<file path="config.mk">
export PLATFORM = sky130hd
export DESIGN_NAME = ibuf_predecode
export DESIGN_NICKNAME = d
export VERILOG_FILES = /design/src/rtl/ibuf_predecode.sv
export SDC_FILE = /design/constraint.sdc
export NUM_CORES = 1
export LEC_CHECK = 0
export BUFFER_PORTS_ARGS = -buffer_cell sky130_fd_sc_hd__clkbuf_2
export CAP_MARGIN = 20
export CORE_MARGIN = 2
export CORE_UTILIZATION = 48
export CTS_BUF_LIST = sky130_fd_sc_hd__clkbuf_16
export CTS_CLUSTER_DIAMETER = 40
export DETAILED_ROUTE_END_ITERATION = 10
export PLACE_DENSITY = 0.73
export SLEW_MARGIN = 5
export SYNTH_ARGS = -nofsm -noshare
export SYNTH_HDL_FRONTEND = slang
export SYNTH_SLANG_ARGS = --single-unit
</file>
<file path="constraint.sdc">
create_clock -name clk -period 4.95 [get_ports clk]
set_input_delay 0.495 -clock clk [delete_from_list [all_inputs] [get_ports clk]]
set_output_delay 0.495 -clock clk [all_outputs]
set_load 0.05 [all_outputs]
</file>
<file path="src/rtl/ibuf_predecode.sv">
// Instruction parcel buffer with predecode between fetch and the 16-bit decoder.
// A fetch word is split into 16-bit parcels that are queued with their PCs in a
// DEPTH-entry FIFO. The head parcel, its PC and its predecode class are presented
// from registers, so they are stable while the decoder stalls.
// Optional feature macro: IBUF_BYPASS_EN. When it is defined, a push into an empty
// buffer presents parcel fetch_skip combinationally in the same cycle.
module ibuf_predecode #(
    parameter int unsigned RV    = 32,
    parameter int unsigned FW    = 32,
    parameter int unsigned DEPTH = 8,
    localparam int unsigned NP   = FW / 16,
    localparam int unsigned SW   = (NP > 1) ? $clog2(NP) : 1,
    localparam int unsigned AW   = $clog2(DEPTH),
    localparam int unsigned LW   = AW + 1
) (
    input  logic          clk,
    input  logic          reset_n,
    input  logic          flush,
    input  logic          fetch_valid,
    output logic          fetch_ready,
    input  logic [FW-1:0] fetch_data,
    input  logic [SW-1:0] fetch_skip,
    input  logic [RV-1:0] fetch_pc,
    output logic          ins_valid,
    input  logic          ins_ready,
    output logic [15:0]   ins,
    output logic [RV-1:0] ins_pc,
    output logic          pd_br,
    output logic          pd_jmp,
    output logic          pd_mem,
    output logic          pd_sys,
    output logic          pd_ill,
    output logic [LW-1:0] level
);

    // Predecode of one parcel, packed as {br, jmp, mem, sys, ill}.
    function automatic logic [4:0] predecode(input logic [15:0] p);
        logic [1:0] q;
        logic [2:0] f;
        logic       br;
        logic       jmp;
        logic       mem;
        logic       sys;
        logic       ill;
        q   = p[1:0];
        f   = p[15:13];
        br  = ((q == 2'b01) && ((f == 3'b001) || (f == 3'b101) ||
                                (f == 3'b110) || (f == 3'b111))) ||
              ((q == 2'b11) && ((f == 3'b110) || (f == 3'b111)));
        jmp = (q == 2'b10) && (f == 3'b100) && (p[6:2] == 5'd0);
        mem = (((q == 2'b00) || (q == 2'b10)) &&
               ((f == 3'b010) || (f == 3'b011) || (f == 3'b110) || (f == 3'b111))) ||
              ((q == 2'b11) && ((f == 3'b001) || (f == 3'b010) || (f == 3'b101)));
        sys = (q == 2'b11) && (f == 3'b000);
        ill = (p == 16'h0000) ||
              ((q == 2'b00) && ((f == 3'b001) || (f == 3'b100) || (f == 3'b101)));
        return {br, jmp, mem, sys, ill};
    endfunction

    // State
    logic [AW-1:0] rd_ptr_q, rd_ptr_d;
    logic [AW-1:0] wr_ptr_q, wr_ptr_d;
    logic [LW-1:0] level_q, level_d;
    logic          ins_valid_q, ins_valid_d;
    logic [15:0]   ins_q, ins_d;
    logic [RV-1:0] ins_pc_q, ins_pc_d;
    logic [4:0]    pd_q, pd_d;

    // Parcel storage (not reset)
    logic [15:0]   mem_q [DEPTH];
    logic [RV-1:0] pcm_q [DEPTH];

    // Combinational helpers
    logic [15:0]   parcel_c [NP];
    logic          wen_c    [DEPTH];
    logic [15:0]   wdat_c   [DEPTH];
    logic [RV-1:0] wpc_c    [DEPTH];
    logic          push_c;
    logic          skip_ok_c;
    logic          byp_c;
    logic          byp_take_c;
    logic          pop_c;
    logic          fifo_pop_c;
    logic [31:0]   w_cnt_c;
    logic [31:0]   w_src_c;
    logic [RV-1:0] w_pc_c;

    // Split the fetch word into parcels, parcel 0 in the low bits.
    always_comb begin
        for (int i = 0; i < int'(NP); i++) begin
            parcel_c[i] = fetch_data[i*16 +: 16];
        end
    end

    // Handshake decode: accept, pop, and the optional same-cycle bypass.
    always_comb begin
        fetch_ready = (level_q <= LW'(DEPTH - NP));
        skip_ok_c   = (32'(fetch_skip) < NP);
        push_c      = fetch_valid & fetch_ready & ~flush;
`ifdef IBUF_BYPASS_EN
        byp_c       = push_c & skip_ok_c & (level_q == '0);
`else
        byp_c       = 1'b0;
`endif
        pop_c       = (ins_valid_q | byp_c) & ins_ready & ~flush;
        byp_take_c  = byp_c & pop_c;
        fifo_pop_c  = pop_c & ~byp_c;
        w_cnt_c     = '0;
        w_src_c     = 32'(fetch_skip) + 32'(byp_take_c);
        w_pc_c      = fetch_pc + (byp_take_c ? RV'(2) : RV'(0));
        if (push_c && skip_ok_c) begin
            w_cnt_c = NP - 32'(fetch_skip) - 32'(byp_take_c);
        end
    end

    // Per-slot write enables: slots wr_ptr .. wr_ptr+w_cnt-1 take consecutive parcels.
    always_comb begin
        for (int s = 0; s < int'(DEPTH); s++) begin
            logic [AW-1:0] off;
            logic [31:0]   src;
            off       = AW'(s) - wr_ptr_q;
            src       = w_src_c + 32'(off);
            wen_c[s]  = (32'(off) < w_cnt_c);
            wdat_c[s] = 16'h0000;
            wpc_c[s]  = w_pc_c + (RV'(off) << 1);
            if (wen_c[s]) begin
                wdat_c[s] = parcel_c[SW'(src)];
            end
        end
    end

    // Next pointers, level and registered head (head may be a parcel written this cycle).
    always_comb begin
        rd_ptr_d    = rd_ptr_q;
        wr_ptr_d    = wr_ptr_q;
        level_d     = level_q;
        ins_valid_d = ins_valid_q;
        ins_d       = ins_q;
        ins_pc_d    = ins_pc_q;
        pd_d        = pd_q;
        if (flush) begin
            rd_ptr_d    = '0;
            wr_ptr_d    = '0;
            level_d     = '0;
            ins_valid_d = 1'b0;
        end else begin
            rd_ptr_d    = rd_ptr_q + AW'(fifo_pop_c);
            wr_ptr_d    = wr_ptr_q + AW'(w_cnt_c);
            level_d     = LW'(32'(level_q) + w_cnt_c - 32'(fifo_pop_c));
            ins_valid_d = (level_d != '0);
            if (ins_valid_d) begin
                if (wen_c[rd_ptr_d]) begin
                    ins_d    = wdat_c[rd_ptr_d];
                    ins_pc_d = wpc_c[rd_ptr_d];
                end else begin
                    ins_d    = mem_q[rd_ptr_d];
                    ins_pc_d = pcm_q[rd_ptr_d];
                end
                pd_d = predecode(ins_d);
            end
        end
    end

    // Control and head registers.
    always_ff @(posedge clk or negedge reset_n) begin
        if (!reset_n) begin
            rd_ptr_q    <= '0;
            wr_ptr_q    <= '0;
            level_q     <= '0;
            ins_valid_q <= 1'b0;
            ins_q       <= '0;
            ins_pc_q    <= '0;
            pd_q        <= '0;
        end else begin
            rd_ptr_q    <= rd_ptr_d;
            wr_ptr_q    <= wr_ptr_d;
            level_q     <= level_d;
            ins_valid_q <= ins_valid_d;
            ins_q       <= ins_d;
            ins_pc_q    <= ins_pc_d;
            pd_q        <= pd_d;
        end
    end

    // Parcel and PC storage writes.
    always_ff @(posedge clk) begin
        for (int s = 0; s < int'(DEPTH); s++) begin
            if (wen_c[s]) begin
                mem_q[s] <= wdat_c[s];
                pcm_q[s] <= wpc_c[s];
            end
        end
    end

    // A skip of a whole fetch word or more is never legal.
    skip_legal_a: assert property (@(posedge clk) disable iff (!reset_n)
                                   push_c |-> skip_ok_c);

    // Output drive; bypass overrides the registered head while the buffer is empty.
`ifdef IBUF_BYPASS_EN
    logic [15:0] byp_par_c;
    logic [4:0]  byp_pd_c;
    always_comb begin
        byp_par_c = parcel_c[fetch_skip];
        byp_pd_c  = predecode(byp_par_c);
        ins       = byp_c ? byp_par_c : ins_q;
        ins_pc    = byp_c ? fetch_pc  : ins_pc_q;
        {pd_br, pd_jmp, pd_mem, pd_sys, pd_ill} = byp_c ? byp_pd_c : pd_q;
    end
`else
    always_comb begin
        ins    = ins_q;
        ins_pc = ins_pc_q;
        {pd_br, pd_jmp, pd_mem, pd_sys, pd_ill} = pd_q;
    end
`endif

    assign ins_valid = ins_valid_q | byp_c;
    assign level     = level_q;

endmodule

</file>
**Word level (Yosys, flattened, before mapping)**

Memories as Yosys holds them, arrays and structs flattened.
Cells that the tools add are included.

- Register bits: 64
- Memory bits (writable): 384
- Logic and storage cells: 223
- Memories: 2

- Add/sub/neg operators: 29
- Order comparisons: 18
- Eq/ne operators: 10
- Multiplexer cells: 102
- Bitwise gates (word level): 14
- Reductions and logical operators: 41

Memory list:

| memory | words | bits a word | read ports | clocked after Yosys merged registers in | write ports | line | RTL |
|---|---|---|---|---|---|---|---|
| pcm_q | 8 | 32 | 1 | 0 | 2 | 71 | `logic [RV-1:0] pcm_q [DEPTH];` |
| mem_q | 8 | 16 | 1 | 0 | 2 | 70 | `logic [15:0] mem_q [DEPTH];` |

Operators with widths:

| cell | count |
|---|---|
| 16-bit 2-to-1 mux | 43 |
| 32-bit 2-to-1 mux | 10 |
| 32-bit by 4-bit adder with 32-bit output | 8 |
| 3-bit by 32-bit less-than comparator with 1-bit output | 8 |
| 32-bit OR reduction | 6 |
| 32-bit binary-select mux with 3-bit select | 1 |
| 16-bit OR reduction | 6 |
| 16-bit binary-select mux with 3-bit select | 1 |
| 3-bit 2-to-1 mux | 14 |
| 1-bit 2-to-1 mux | 31 |
| 2-bit >= comparator, second input constant | 8 |
| 16-bit zero test | 1 |
| 1-bit NOT with 2-bit output | 8 |
| 1-bit logical OR | 15 |
| 3-bit == test, second input constant | 4 |
| 3-bit subtractor, first input constant | 4 |
| 1-bit adder | 8 |
| 1-bit logical AND | 8 |
| 3-bit by 2-bit == test with 1-bit output, second input constant | 2 |
| 1-bit by 3-bit subtractor with 3-bit output, first input constant | 2 |
| 2-bit by 3-bit subtractor with 3-bit output, first input constant | 2 |
| 5-bit zero test | 1 |
| 4-bit adder | 1 |
| 1-bit bitwise AND | 4 |
| other kinds (17) | 18 |

**Depth between registers and ports, before layout**

Gate-level depths: netlist (run 1).

- Word-level depth: 19
- Mapped depth: 21
- Mapped depth without buffers: 20

**Worst setup path before layout (run 1)**

No wires, ideal clock.

- Path kind: register to register
- Start: reg level_q[3] (netlist: level[3])
- End: mem mem_q[3][0], enable pin
- Library setup time: 0.402 ns
- Arrival time: 4.436 ns
- Path slack: 0.112 ns
- Cell stages (with the launch flop): 13
- Clock period less this slack: 4.838 ns
- Path through: dfrtp_1 -> inv_1 -> ha_1 -> nand2_1 -> mux2i_1 -> nand3b_1 -> or2_2 -> ha_1 -> nand2b_1 -> nor2b_1 -> nand2_1 -> clkbuf_1 -> inv_1

RTL lines:

| element | line | RTL |
|---|---|---|
| start: declaration | 63 | `logic [LW-1:0] level_q, level_d;` |
| start signal: assignment | 177 | `level_q <= level_d;` |
| end: declaration | 70 |  |

**Final worst setup path (run 1)**

- Start: reg level_q[2] (netlist: level[2])
- End: reg ins_pc_q[16] (netlist: ins_pc[16])

- Cells in the longest elaborated chain, start to end: 9
- Elaborated cells between the ends (all ways): 20
- Classes of those cells: add/sub: 2; order compare: 9; mux: 5; bitwise: 2; reduce/logical: 2

RTL lines:

| element | line | RTL |
|---|---|---|
| 4-bit by 3-bit less-or-equal comparator with 1-bit output | 97 | `fetch_ready = (level_q <= LW'(DEPTH - NP));` |
| 1-bit bitwise AND (2 in a row) | 99 | `push_c = fetch_valid & fetch_ready & ~flush;` |
| 32-bit 2-to-1 mux | 111 | `if (push_c && skip_ok_c) begin` |
| 3-bit by 32-bit less-than comparator with 1-bit output | 123 | `wen_c[s] = (32'(off) < w_cnt_c);` |
| 1-bit binary-select mux with 3-bit select | 152 | `if (wen_c[rd_ptr_d]) begin` |
| 1-bit 2-to-1 mux (implied by the code) (2 in a row) | 152 |  |
| 32-bit 2-to-1 mux | 152 |  |
| end signal: assignment | 180 | `ins_pc_q <= ins_pc_d;` |
| end: declaration | 66 | `logic [RV-1:0] ins_pc_q, ins_pc_d;` |

Several ways; a longest one is shown, not always the timed one. The select of a mux whose other input is x is not followed.
A chain may end at the register's enable or synchronous reset.

==> impl_metrics.json, run 1 <==
{
  "status": "finished, final reports clean",
  "coreArea_sq_mm": 0.0526,
  "whs_ps": 215,
  "overflow": 0,
  "die_x_microns": 235,
  "final.setup_skew_ps": 34.6,
  "place_ws_ps": 586,
  "ant_nets": 0,
  "worstPathRequired_ps": 5480,
  "first_pass_iters": 8,
  "wl_per_cell_microns": 27.0,
  "synth.top_cell.area_share_pct": 45.1,
  "cpPeakStageDelay_ps": 860,
  "p_per_area_mw_per_mm2": 518,
  "path_clk_slew_ps": 60,
  "grt_usage_pct": 28.9,
  "start_util_pct": 48.6,
  "path_cells": "ha_1 > nand2_1 > mux2i_1 > nand3b_1 > or2_2 > ha_1 > inv_1 > ha_1 > a21o_1 > a21oi_1 > xor2_1 > nor2_1 > nor4_2 > buf_4 > nor2_1 > o21ai_0 > o21ai_1",
  "worst_skew_pair.late_latency_ps": 620,
  "finalSetupViolations": 0,
  "ir_worst_vdd_uv": 422,
  "fp.dieArea_sq_mm": 0.0551,
  "io_pins": 129,
  "cp-end-kind": "register",
  "worst-path-buf-inv": 2,
  "critPathKind": "register to register",
  "num_vias": 19100,
  "slew_headroom_pct": 25.7,
  "grt_max_degree": 83,
  "antenna_found_initial": 4,
  "yosysMostFrequentCell": "edfxtp_1",
  "rsz0062_at_grt": "false",
  "routed_via_density": 6.39,
  "tightest_slew_ps": 1110,
  "synthDistinctLibCells": 81,
  "cts.path.max_buffers": 3,
  "crit_family": "simple AND/OR/NAND/NOR gates",
  "cts_tree": "done",
  "place.port_buffers": 128,
  "start_kind": "register",
  "cellLeakagePower_nw": 10.6,
  "die-height_microns": 235,
  "yosys.area.top_type": "edfxtp_1",
  "async_reset_ff_share_pct": 14.3,
  "cts_setup_buffers": 0,
  "cp_max_fo": 16,
  "cts_hold_buf": 0,
  "maxCapViolations": 0,
  "synth_commonest_cells": "edfxtp_1 (384), nor2_1 (329), nand2_1 (190), xor2_1 (139), mux4_2 (135)",
  "grt_pass1_wl_microns": 120000,
  "synth_edf_count": 384,
  "r2r_cells": 17,
  "htreeDepth": 3,
  "critPathArrivalTime_ps": 4930,
  "grt_pass1_vias": 19400,
  "wl_microns": 80400,
  "fin_nets": 2346,
  "fmax_ghz": 0.227,
  "tns_ps": 0,
  "crit_top_cell": "ha_1",
  "period_share_pct": 88.9,
  "layout-drive-gt1-share_pct": 22.7,
  "hold_depth": 1,
  "cts-buffers-inserted": 67,
  "crit_cells": 17,
  "placementRows": 84,
  "synth-seq-cells": 448,
  "netlist_instances": 2105,
  "place_congestion": 0.978,
  "cts_resized": 0,
  "dp_hpwl_microns": 51800,
  "cpMaxStageDelayCell": "nor2_1",
  "yosys-top-cells-area": "edfxtp_1 (45%), mux4_2 (12%), dfrtp_1 (6.3%)",
  "fillCellCount": 4282,
  "clock-sinks": 448,
  "worst_slack_ps": 549,
  "yosysSeqAreaShare_pct": 51.4,
  "slew_viol_final": 0,
  "first_iter_violations": 2537,
  "cts_root_buf": "clkbuf_16",
  "syn_avg_cell_area_sq_um": 12.1,
  "netlist_area_sq_mm": 0.0255,
  "drcViolationCount": 0,
  "layout_min_cycle_time_ps": 4400,
  "syn_to_final_growth_pct": 15.6,
  "hp-class": "input pin to register",
  "ys.flop_type": "edfxtp_1",
  "yosysWarnings": 0,
  "syn_nets": 2212,
  "hold_viol": 0
}
==> stage by stage <==
stage	cell area, sq um	utilization (%)	instances	total power [mW]
2_1_floorplan	25500	-	2105	8.68
3_3_place_gp	27200	51.8	2856	10.3
3_5_place_dp	27200	51.8	2856	10.4
4_1_cts	29500	56.1	2979	15.3
5_1_grt	29500	56.2	2984	15.9
6_report	29500	56.2	2984	15.3
==> final cells by class <==
class                      instances  area (sq um)  share of cell area, %
sequential                       448         13100                   44.5
multi-input combinational       1479         11700                   39.7
clock buffer                      69          1730                   5.84
timing repair buffer             202          1350                   4.56
tap                              688           861                   2.91
clock inverter                    54           571                   1.93
inverter                          41           156                  0.529
antenna                            3          7.51                 0.0254
==> power breakdown <==
group	total (mW)	switching [mW]	internal, mW
sequential	5.02	0.242	4.77
clock	4.86	1.85	3.00
combinational	5.42	3.68	1.74
total	15.3	5.78	9.52
==> routing by layer <==
layer	global-route usage, %	routed length, microns	vias up
met2	46.1	38400	1300
met5	0	4	-
met4	11.4	2710	2
met1	38.3	29900	9485
li1	-	-	8061
met3	7.03	9410	207
==> sequential cells by signal, indices dropped and copies added (netlist names) <==
register / cells
wr_ptr_q: 3
ins_pc: 32
ins_valid: 1
level: 4
rd_ptr_q: 3
pcm_q: 256
ins: 16
pd_q: 5
mem_q: 128
==> cells in the final DEF (no fill, tap or decap), types with 11 or more instances in the layout <==
| cell | instances |
|---|---|
| edfxtp_1 | 384 |
| nor2_1 | 329 |
| nand2_1 | 190 |
| xor2_1 | 138 |
| mux4_2 | 135 |
| clkbuf_2 | 127 |
| xnor2_1 | 125 |
| clkbuf_16 | 69 |
| mux2i_1 | 66 |
| dfrtp_1 | 64 |
| a21oi_1 | 63 |
| buf_4 | 63 |
| nor3_1 | 36 |
| inv_1 | 34 |
| o21ai_0 | 34 |
| nand3_1 | 29 |
| ha_1 | 29 |
| nand4_1 | 26 |
| o22ai_1 | 25 |
| a221oi_1 | 20 |
| nor2b_1 | 16 |
| nand2b_1 | 15 |
| a31oi_1 | 15 |
| inv_2 | 13 |
| or3_1 | 13 |
| o21ai_1 | 11 |
| or2_2 | 11 |
==> worst paths after layout <==
kind                                     to   startpoint  slack (ps)
worst max-delay path             ins_pc[16]     level[2]         550
worst min-delay path            pcm_q[0][0]  fetch_pc[0]         220
min in group asynchronous        ins_pc[20]      reset_n         400
max in group asynchronous            ins[5]      reset_n        3910
worst max register to register   ins_pc[16]     level[2]         550
worst min register to register    ins_pc[9]    ins_pc[9]         470
==> kinds of logic (layout without fill, tap and decap cells) <==
| kind of cell | count (synthesis) | after routing | synth area share, % |
|---|---|---|---|
| flip-flops | 448 | 448 | 51.4 |
| AND/OR/NAND/NOR | 706 | 706 | 12.3 |
| AO/OA/AOI/OAI | 251 | 251 | 6.67 |
| multiplexers | 215 | 215 | 15.2 |
| adder cells (fa/ha/maj) | 37 | 37 | 1.99 |
| other | 0 | 3 | 0 |
| XOR/XNOR | 270 | 270 | 9.53 |
| buffers and inverters | 178 | 366 | 2.97 |
(Power assumes the default switching activity.)
==> run 2: changes to the inputs <==
--- a/config.mk
+++ b/config.mk
@@ -7,6 +7,7 @@
 export LEC_CHECK = 0
 export BUFFER_PORTS_ARGS = -buffer_cell sky130_fd_sc_hd__clkbuf_2
 export CAP_MARGIN = 20
+export CORE_ASPECT_RATIO = 1.1
 export CORE_MARGIN = 2
 export CORE_UTILIZATION = 48
 export CTS_BUF_LIST = sky130_fd_sc_hd__clkbuf_16
==> impl_metrics.json, run 2 (synthesized netlist as in run 1, its figures left out) <==
{
  "num_vias": 19100,
  "first_pass_iters": 6,
  "cts_tree": "done",
  "dp_hpwl_microns": 50900,
  "p_per_area_mw_per_mm2": 525,
  "drcViolationCount": 0,
  "cp_max_fo": 7,
  "coreArea_sq_mm": 0.0525,
  "slew_viol_final": 0,
  "wl_microns": 79600,
  "worst-path-buf-inv": 0,
  "io_pins": 129,
  "slew_headroom_pct": 26.6,
  "path_clk_slew_ps": 50,
  "syn_to_final_growth_pct": 15.9,
  "grt_pass1_vias": 19500,
  "place.port_buffers": 128,
  "layout_common_cells": "edfxtp_1 (384), nor2_1 (329), nand2_1 (190)",
  "status": "finished, final reports clean",
  "cellLeakagePower_nw": 10.7,
  "hp-class": "input pin to register",
  "ff2ff_setup_slack_ps": 730,
  "fillCellCount": 4209,
  "ir_worst_vdd_uv": 565,
  "fp.dieArea_sq_mm": 0.0551,
  "worstPathRequired_ps": 5460,
  "crit_family": "simple AND/OR/NAND/NOR gates",
  "cpPeakStageDelay_ps": 590,
  "wl_per_cell_microns": 26.8,
  "place_congestion": 0.971,
  "fin_nets": 2343,
  "start_util_pct": 48.6,
  "maxCapViolations": 0,
  "largest_register_ffs": 256,
  "final_common_cell": "edfxtp_1",
  "cts_root_buf": "clkbuf_16",
  "die_x_microns": 224,
  "placementRows": 88,
  "path_cells": "ha_1 > nand2_1 > mux2i_1 > nand3b_1 > or2_2 > ha_1 > nor2b_1 > nand3_1 > mux2i_1 > a221o_1 > nand2_1 > o32a_1 > or4b_1 > a31oi_1",
  "start_kind": "register",
  "finalSetupViolations": 0,
  "first_iter_violations": 2691,
  "cts-buffers-inserted": 69,
  "critPathKind": "register to register",
  "layout_min_cycle_time_ps": 4220,
  "place_ws_ps": 820,
  "cp-end-kind": "register",
  "layout-drive-gt1-share_pct": 22.5,
  "grt_max_degree": 114,
  "routed_via_density": 6.44,
  "worst_skew_pair.late_latency_ps": 610,
  "htreeDepth": 3,
  "die-height_microns": 246,
  "final.setup_skew_ps": 22.8,
  "hold_viol": 0,
  "worst_slack_ps": 734,
  "clock-sinks": 448,
  "period_share_pct": 85.2,
  "tns_ps": 0,
  "ant_nets": 0,
  "tightest_slew_ps": 1090,
  "overflow": 0,
  "antenna_found_initial": 3,
  "grt_pass1_wl_microns": 118000,
  "grt_usage_pct": 28.7,
  "cts.path.max_buffers": 3,
  "rsz0062_at_grt": "false",
  "critPathArrivalTime_ps": 4730,
  "cpMaxStageDelayCell": "mux2i_1",
  "top_register": "pcm_q",
  "fmax_ghz": 0.237
}
## run 2: cell count changes in the layout (fill, tap and decap cells not counted), moves of 2 or more
| cell | before | now |
|---|---|---|
| clkinv_2 | 3 | 10 |
| clkinv_4 | 10 | 3 |
| clkinv_1 | 7 | 12 |
| buf_4 | 63 | 59 |
| clkbuf_16 | 69 | 73 |
| clkinvlp_4 | 6 | 2 |
| inv_6 | 10 | 6 |
| bufinv_16 | 8 | 11 |
| clkinv_8 | 0 | 3 |
| diode_2 | 3 | 1 |
## run 2: cell type report
cell class,count,area [sq um],area share [%]
Tap cell,675,845,2.85
Inverter,41,156,0.528
Antenna cell,1,2.50,0.00845
Timing Repair Buffer,197,1290,4.35
Clock buffer,73,1830,6.17
Multi-Input combinational cell,1479,11700,39.7
Clock inverter,54,609,2.06
Sequential cell,448,13100,44.4
## run 2: worst reg2reg max path, delay by kind of cell, from the launching register on
| kind | cells | cell delay, ps |
|---|---|---|
| and+or+nand+nor | 7 | 1650 |
| DFF | 1 | 400 |
| AOI/OAI and AO/OA | 3 | 840 |
| muxes | 2 | 830 |
| adders and majority gates | 2 | 430 |
## run 2: per-stage QoR
step	power [mW]	hold slack, ps	std cells	utilization, %	cell area (sq um)
final	15.5	208	2968	56.4	29600
after floorplan	8.68	199	2105	-	25500
after detailed placement	10.4	464	2839	51.7	27200
after global routing	16.1	205	2967	56.4	29600
after global placement	10.3	453	2838	51.7	27100
after CTS	15.5	187	2967	56.4	29600
## run 2: path summary, 6_finish.rpt
kind	from	to	cells after the start
max	level[2]	pd_q[2]	14
min	fetch_pc[0]	pcm_q[1][0]	1
max reg2reg	level[2]	pd_q[2]	14
min reg2reg	ins[7]	ins[7]	2
max in group asynchronous	reset_n	ins[5]	3
min in group asynchronous	reset_n	ins_pc[24]	2
## run 2: per-layer routing
layer	vias to the layer above	GRT usage [%]	routed length, microns
met5	-	0	17
met4	4	11.5	3030
met3	246	7.36	9270
met2	1341	47.3	38200
met1	9487	36.3	29000
li1	8030	-	-
## run 2: repair_timing
action | CTS | global route
hold buffers | 1 | 0
hold endpoints to repair | 25 | 0
resized for setup | 0 | 0
buffers inserted | 0 | 0
## run 2: where the power goes
group          switching (mW)  internal [mW]
registers               0.245           4.78
logic                    3.67           1.74
clock network            1.84           3.27
total                    5.76           9.79
